==> config.mk <==
export PLATFORM = sky130hd
export DESIGN_NAME = aes_block_packer_flat
export DESIGN_NICKNAME = d
export VERILOG_FILES = /design/src/rtl/aes_block_packer_if.sv /design/src/rtl/aes_block_packer.sv /design/src/flat_wrapper.sv
export SDC_FILE = /design/constraint.sdc
export NUM_CORES = 1
export LEC_CHECK = 0
export BUFFER_PORTS_ARGS = -buffer_cell sky130_fd_sc_hd__buf_2
export CORE_UTILIZATION = 49
export CTS_BUF_LIST = sky130_fd_sc_hd__clkbuf_8
export DETAILED_ROUTE_END_ITERATION = 12
export PLACE_DENSITY = 0.73
export SYNTH_ARGS = -nofsm -noshare
export SYNTH_HDL_FRONTEND = slang
export SYNTH_SLANG_ARGS = --single-unit
==> constraint.sdc <==
create_clock -name clk_i -period 11.59 [get_ports clk_i]
set_input_delay 2.318 -clock clk_i [delete_from_list [all_inputs] [get_ports clk_i]]
set_output_delay 2.318 -clock clk_i [all_outputs]
set_load 0.01 [all_outputs]
==> src/rtl/aes_block_packer_if.sv <==
// Stream bundle for the AES block packer: byte-beat input side, 128-bit block output side,
// plus FIFO occupancy and the sticky protocol-error flag.
interface aes_block_packer_if #(
   parameter int IN_BYTES = 1
);
   logic [8*IN_BYTES-1:0] s_axis_tdata;
   logic [IN_BYTES-1:0]   s_axis_tkeep;
   logic                  s_axis_tvalid;
   logic                  s_axis_tlast;
   logic                  s_axis_tready;
   logic [127:0]          m_axis_tdata;
   logic [4:0]            m_axis_tbytes;
   logic                  m_axis_tlast;
   logic                  m_axis_tvalid;
   logic                  m_axis_tready;
   logic [3:0]            level;
   logic                  err;

   modport master (
      output s_axis_tdata, s_axis_tkeep, s_axis_tvalid, s_axis_tlast, m_axis_tready,
      input  s_axis_tready, m_axis_tdata, m_axis_tbytes, m_axis_tlast, m_axis_tvalid,
             level, err
   );

   modport slave (
      input  s_axis_tdata, s_axis_tkeep, s_axis_tvalid, s_axis_tlast, m_axis_tready,
      output s_axis_tready, m_axis_tdata, m_axis_tbytes, m_axis_tlast, m_axis_tvalid,
             level, err
   );
endinterface

==> src/rtl/aes_block_packer.sv <==
// Packs a byte stream into 128-bit AES blocks (zero or PKCS#7 padding) and buffers them
// in a small first-word-fall-through block FIFO.
module aes_block_packer #(
   parameter int IN_BYTES = 1,
   parameter int NUM_BUF  = 2,
   parameter int PAD_MODE = 0
) (
   input  logic            clk_i,
   input  logic            rst_i,
   aes_block_packer_if.slave bus
);
   if (!(IN_BYTES == 1 || IN_BYTES == 2 || IN_BYTES == 4 || IN_BYTES == 8 || IN_BYTES == 16) ||
       !(NUM_BUF == 2 || NUM_BUF == 4 || NUM_BUF == 8) ||
       !(PAD_MODE == 0 || PAD_MODE == 1)) begin : g_bad_param
      $error("aes_block_packer: illegal parameter value");
   end

   localparam int PW = $clog2(NUM_BUF);
   localparam int EW = 128 + 5 + 1;
   localparam logic [0:0] ST_FILL = 1'b0;
   localparam logic [0:0] ST_PAD  = 1'b1;
   localparam logic [IN_BYTES-1:0] KEEP_ALL = '1;

   logic [0:0]    state_reg, state_next;
   logic [127:0]  asm_reg, asm_next;
   logic [4:0]    count_reg, count_next;
   logic          err_reg, err_next;
   logic          run_reg;
   logic [PW-1:0] wr_ptr_reg, rd_ptr_reg;
   logic [3:0]    level_reg;
   logic [EW-1:0] mem [NUM_BUF];

   logic          not_full, accept, pop, push;
   logic          keep_contig, beat_ok;
   logic [4:0]    beat_bytes, total;
   logic [7:0]    pad_byte;
   logic [127:0]  merged, padded;
   logic [EW-1:0] push_entry, head;

   // run_reg holds tready low until the first edge after reset is released
   assign not_full          = level_reg < 4'(NUM_BUF);
   assign bus.s_axis_tready = run_reg && (state_reg == ST_FILL) && not_full;
   assign accept            = bus.s_axis_tvalid && bus.s_axis_tready;
   assign pop               = bus.m_axis_tvalid && bus.m_axis_tready;

   assign keep_contig = ((bus.s_axis_tkeep & (bus.s_axis_tkeep + IN_BYTES'(1))) == '0) &&
                        (bus.s_axis_tkeep != '0);
   assign beat_ok     = keep_contig && (bus.s_axis_tlast || bus.s_axis_tkeep == KEEP_ALL);
   assign total       = count_reg + beat_bytes;
   assign pad_byte    = (PAD_MODE == 1) ? {3'b000, 5'd16 - total} : 8'h00;

   always_comb begin
      beat_bytes = '0;
      merged     = asm_reg;
      for (int i = 0; i < IN_BYTES; i++) begin
         beat_bytes = beat_bytes + 5'(bus.s_axis_tkeep[i]);
         // count is always a whole number of beats, so lanes land contiguously after it
         if (bus.s_axis_tkeep[i] && (int'(count_reg) + i) < 16)
            merged[8*(15 - int'(count_reg) - i) +: 8] = bus.s_axis_tdata[8*i +: 8];
      end
   end

   always_comb begin
      padded = '0;
      for (int j = 0; j < 16; j++)
         padded[8*(15 - j) +: 8] = (j < int'(total)) ? merged[8*(15 - j) +: 8] : pad_byte;
   end

   always_comb begin
      state_next = state_reg;
      asm_next   = asm_reg;
      count_next = count_reg;
      err_next   = err_reg;
      push       = 1'b0;
      push_entry = {padded, total, bus.s_axis_tlast};
      if (state_reg == ST_FILL) begin
         if (accept) begin
            if (!beat_ok) begin
               err_next = 1'b1;
            end else if (total == 5'd16 || bus.s_axis_tlast) begin
               push       = 1'b1;
               asm_next   = '0;
               count_next = '0;
               // an exact-block PKCS#7 message still owes a full pad block
               if (total == 5'd16 && bus.s_axis_tlast && PAD_MODE == 1) begin
                  push_entry = {padded, 5'd16, 1'b0};
                  state_next = ST_PAD;
               end
            end else begin
               asm_next   = merged;
               count_next = total;
            end
         end
      end else begin
         if (not_full) begin
            push       = 1'b1;
            push_entry = {{16{8'h10}}, 5'd0, 1'b1};
            state_next = ST_FILL;
         end
      end
   end

   always_ff @(posedge clk_i or posedge rst_i) begin
      if (rst_i) begin
         state_reg  <= ST_FILL;
         asm_reg    <= '0;
         count_reg  <= '0;
         err_reg    <= 1'b0;
         run_reg    <= 1'b0;
         wr_ptr_reg <= '0;
         rd_ptr_reg <= '0;
         level_reg  <= '0;
      end else begin
         state_reg <= state_next;
         asm_reg   <= asm_next;
         count_reg <= count_next;
         err_reg   <= err_next;
         run_reg   <= 1'b1;
         if (push) wr_ptr_reg <= wr_ptr_reg + PW'(1);
         if (pop)  rd_ptr_reg <= rd_ptr_reg + PW'(1);
         case ({push, pop})
            2'b10:   level_reg <= level_reg + 4'd1;
            2'b01:   level_reg <= level_reg - 4'd1;
            default: level_reg <= level_reg;
         endcase
      end
   end

   always_ff @(posedge clk_i) begin
      if (push) mem[wr_ptr_reg] <= push_entry;
   end

   // stale RAM contents are masked so an empty FIFO presents all-zero outputs
   assign head              = mem[rd_ptr_reg];
   assign bus.m_axis_tvalid = (level_reg != 4'd0);
   assign bus.m_axis_tdata  = bus.m_axis_tvalid ? head[EW-1 -: 128] : '0;
   assign bus.m_axis_tbytes = bus.m_axis_tvalid ? head[5:1] : '0;
   assign bus.m_axis_tlast  = bus.m_axis_tvalid ? head[0] : 1'b0;
   assign bus.level         = level_reg;
   assign bus.err           = err_reg;
endmodule

==> src/flat_wrapper.sv <==
// flat-port wrapper written by rule: the top's interface ports become plain ports
module aes_block_packer_flat 
#(
   parameter int IN_BYTES = 1,
   parameter int NUM_BUF  = 2,
   parameter int PAD_MODE = 0
)
  (clk_i, rst_i, bus_s_axis_tdata, bus_s_axis_tkeep, bus_s_axis_tvalid, bus_s_axis_tlast, bus_m_axis_tready, bus_s_axis_tready, bus_m_axis_tdata, bus_m_axis_tbytes, bus_m_axis_tlast, bus_m_axis_tvalid, bus_level, bus_err);
  aes_block_packer_if #(.IN_BYTES(IN_BYTES)) bus_i ();
  input  logic clk_i;
  input  logic rst_i;
  input wire logic [$bits(bus_i.s_axis_tdata)-1:0] bus_s_axis_tdata;
  input wire logic [$bits(bus_i.s_axis_tkeep)-1:0] bus_s_axis_tkeep;
  input wire logic [$bits(bus_i.s_axis_tvalid)-1:0] bus_s_axis_tvalid;
  input wire logic [$bits(bus_i.s_axis_tlast)-1:0] bus_s_axis_tlast;
  input wire logic [$bits(bus_i.m_axis_tready)-1:0] bus_m_axis_tready;
  output wire logic [$bits(bus_i.s_axis_tready)-1:0] bus_s_axis_tready;
  output wire logic [$bits(bus_i.m_axis_tdata)-1:0] bus_m_axis_tdata;
  output wire logic [$bits(bus_i.m_axis_tbytes)-1:0] bus_m_axis_tbytes;
  output wire logic [$bits(bus_i.m_axis_tlast)-1:0] bus_m_axis_tlast;
  output wire logic [$bits(bus_i.m_axis_tvalid)-1:0] bus_m_axis_tvalid;
  output wire logic [$bits(bus_i.level)-1:0] bus_level;
  output wire logic [$bits(bus_i.err)-1:0] bus_err;
  assign bus_i.s_axis_tdata = bus_s_axis_tdata;
  assign bus_i.s_axis_tkeep = bus_s_axis_tkeep;
  assign bus_i.s_axis_tvalid = bus_s_axis_tvalid;
  assign bus_i.s_axis_tlast = bus_s_axis_tlast;
  assign bus_i.m_axis_tready = bus_m_axis_tready;
  assign bus_s_axis_tready = bus_i.s_axis_tready;
  assign bus_m_axis_tdata = bus_i.m_axis_tdata;
  assign bus_m_axis_tbytes = bus_i.m_axis_tbytes;
  assign bus_m_axis_tlast = bus_i.m_axis_tlast;
  assign bus_m_axis_tvalid = bus_i.m_axis_tvalid;
  assign bus_level = bus_i.level;
  assign bus_err = bus_i.err;
  aes_block_packer #(.IN_BYTES(IN_BYTES), .NUM_BUF(NUM_BUF), .PAD_MODE(PAD_MODE)) u_core (.clk_i(clk_i), .rst_i(rst_i), .bus(bus_i));
endmodule
==> flow_metrics.py <==
metrics = {
    "clocking": {
        "cts.clk_slew.worst_paths_ns": 0.06,
        "cts.repair.resized": 0,
        "numClockSinks": 410,
        "cts_buffers": 67,
        "cts_setup_buffers": 0,
        "clock_latency_ns": 0.64,
        "cts_tree": "done",
        "htree_levels": 3,
        "root_buffer": "clkbuf_8",
        "cts_buffer_depth": 3,
        "hold_buffers": 0,
    },
    "logic_synthesis": {
        "ys_ff_latch": 410,
        "synth_edf_count": 268,
        "synth_cell_types": 72,
        "ys_top_cells_by_area": "edfxtp_1, dfrtp_1, mux2i_1, nor2_1, nand2_1",
        "netlist_area_um2": 19600,
        "synth_largest_area_cell": "edfxtp_1",
        "synth_nets": 1745,
        "synth_commonest_cells": "edfxtp_1, nor2_1, mux2i_1",
        "synth_cells": 1719,
        "yosysSeqAreaShare_pct": 59.2,
        "avgSynthCellArea_um2": 11.4,
        "async_flop_share_pct": 34.6,
        "synthMostInstantiatedCell": "edfxtp_1",
        "synthFlopType": "edfxtp_1",
        "yosysTopAreaCellShare_pct": 41.1,
        "ys_warn_count": 0,
    },
    "floorplan": {
        "die_x_um": 202,
        "die_area_um2": 40800,
        "std_cell_rows": 72,
        "start_util_pct": 50.2,
        "die_h_um": 202,
        "coreArea_um2": 39000,
        "io_pins": 155,
    },
    "worst_hold_path": {
        "hp-class": "reg2reg",
    },
    "critical_path": {
        "critPathLaunchType": "input pin",
        "path_class": "in2reg",
        "endpoint_kind": "flop",
        "critPathRequiredTime_ns": 11.83,
        "arrival_ns": 6.21,
        "worst-path-max-fanout": 63,
    },
    "timing": {
        "period_minus_slack_ns": 5.96,
        "drv_slew": 0,
        "hold_viol_final": 0,
        "clock_skew_ns": 0.0288,
        "rsz0062_at_grt": "no",
        "worst_pin_slew_ns": 1.29,
        "totalNegativeSetupSlack_ns": 0,
        "max-slew-margin-rel_pct": 14.1,
        "timing.hold.ws_ns": 0.476,
        "fmax_mhz": 168,
        "setup_viol": 0,
        "fin_crit_sh_pct": 51.5,
    },
    "detailed_routing": {
        "antenna_left": 0,
        "drt_iter0_drc": 1486,
        "drt-wirelength-per-cell_um": 21.2,
        "drt_pass1_iterations": 6,
        "vias_per_cell": 5.83,
        "vias": 14146,
        "wl_mm": 51.4,
        "drc": 0,
    },
    "power": {
        "p_leak_nw": 9.20,
        "vdd.ir_drop.worst_uv": 122,
        "p_per_area_nw_per_um2": 196,
    },
    "cells_and_area": {
        "largest_register_ffs": 268,
        "multi_input_area_um2": 7380,
        "layout.area.seq_um2": 11600,
        "final_cells": 2425,
        "fillers": 3286,
        "drive_gt1_share_pct": 16.3,
        "syn_to_final_growth_pct": 12.3,
        "fin_nets": 1878,
        "design_area_um2": 22000,
        "antenna_cells": 0,
    },
    "place": {
        "dp_hpwl_mm": 34.6,
        "placedCellCount": 2301,
        "gp_congestion": 0.977,
        "placed_area_um2": 20700,
        "portBuffers": 154,
    },
    "flow_run": {
        "drv_cap": 0,
    },
    "global_route": {
        "grt_antenna_before_repair": 0,
        "grt_first_pass_wirelength_mm": 79.3,
        "grt_max_degree": 76,
        "track_usage_pct": 25.2,
        "gr-total-overflow": 0,
        "grt_pass1_vias": 13931,
    },
    "outcome": {
        "outcome": "completed",
    },
}
## area by class of cell
cell class,instances,share of cell area (%)
sequential,410,52.7
multi-input combinational,1157,33.5
inverter,39,0.688
clock inverter,51,1.26
tap,518,2.94
timing repair buffer,177,4.29
clock buffer,73,4.56
## metal layers
layer	GRT usage [%]	wire, µm
met1	34.6	22000
met4	11.2	2030
met5	0	0
met2	39.3	23800
met3	4.53	3600
## worst max-delay path, stage by stage
cell	delay (ns)
buf_2	0.18
ha_1	0.30
ha_1	0.48
nand3_1	0.24
xnor2_1	0.92
a21o_1	0.26
a21oi_1	0.22
nor2_4	0.46
buf_4	0.72
## worst paths after layout
| check | startpoint | endpoint | slack (ns) | cells after the start |
|---|---|---|---|---|
| worst min register to register | u_core.asm_reg[42] | u_core.asm_reg[42] | 0.48 | 1 |
| worst max register to register | u_core.count_reg[0] | u_core.mem[0][58] | 6.40 | 11 |
| min in group asynchronous | rst_i | u_core.asm_reg[3] | 1.80 | 2 |
| max in group asynchronous | rst_i | u_core.asm_reg[55] | 8.36 | 3 |
| worst min-delay path | u_core.asm_reg[42] | u_core.asm_reg[42] | 0.48 | 1 |
| worst max-delay path | bus_s_axis_tkeep | u_core.mem[0][57] | 5.63 | 9 |
## where the power goes
group / internal (mW) / switching (mW) / leakage [nW]
clock network: 0.612 / 0.588 / 0.748
registers: 1.64 / 0.0824 / 4.40
logic: 0.510 / 0.871 / 4.05
total: 2.77 / 1.54 / 9.20
## metrics by stage
stage | util (%) | power, mW | setup WS [ns]
2_1_floorplan | - | 2.63 | 1.06
3_3_place_gp | 53.1 | 3.12 | 5.13
3_5_place_dp | 53.1 | 3.14 | 5.04
4_1_cts | 56.4 | 4.34 | 5.72
5_1_grt | 56.4 | 4.53 | 5.42
6_report | 56.4 | 4.31 | 5.63
## cells in the final DEF, fill, tap and decap left out, drive strengths merged, types with 69 or more instances in the layout
cell	instances
clkbuf	73
nor3	80
dfrtp	142
edfxtp	268
nor2	231
inv	70
a21oi	69
buf	177
o21ai	77
nand3	93
mux2i	189
nand2	153
## cell families (layout without fill, tap and decap cells)
group | Yosys count | in the layout | synth area share (%)
simple gates | 648 | 648 | 15.0
flops | 410 | 410 | 59.2
compound gates | 292 | 292 | 11.2
mux | 189 | 189 | 9.66
buf+inv | 152 | 340 | 3.38
xor+xnor | 15 | 15 | 0.747
fa+ha+maj | 12 | 12 | 0.805
other cells | 1 | 1 | 0.0191
(Power assumes the default switching activity.)
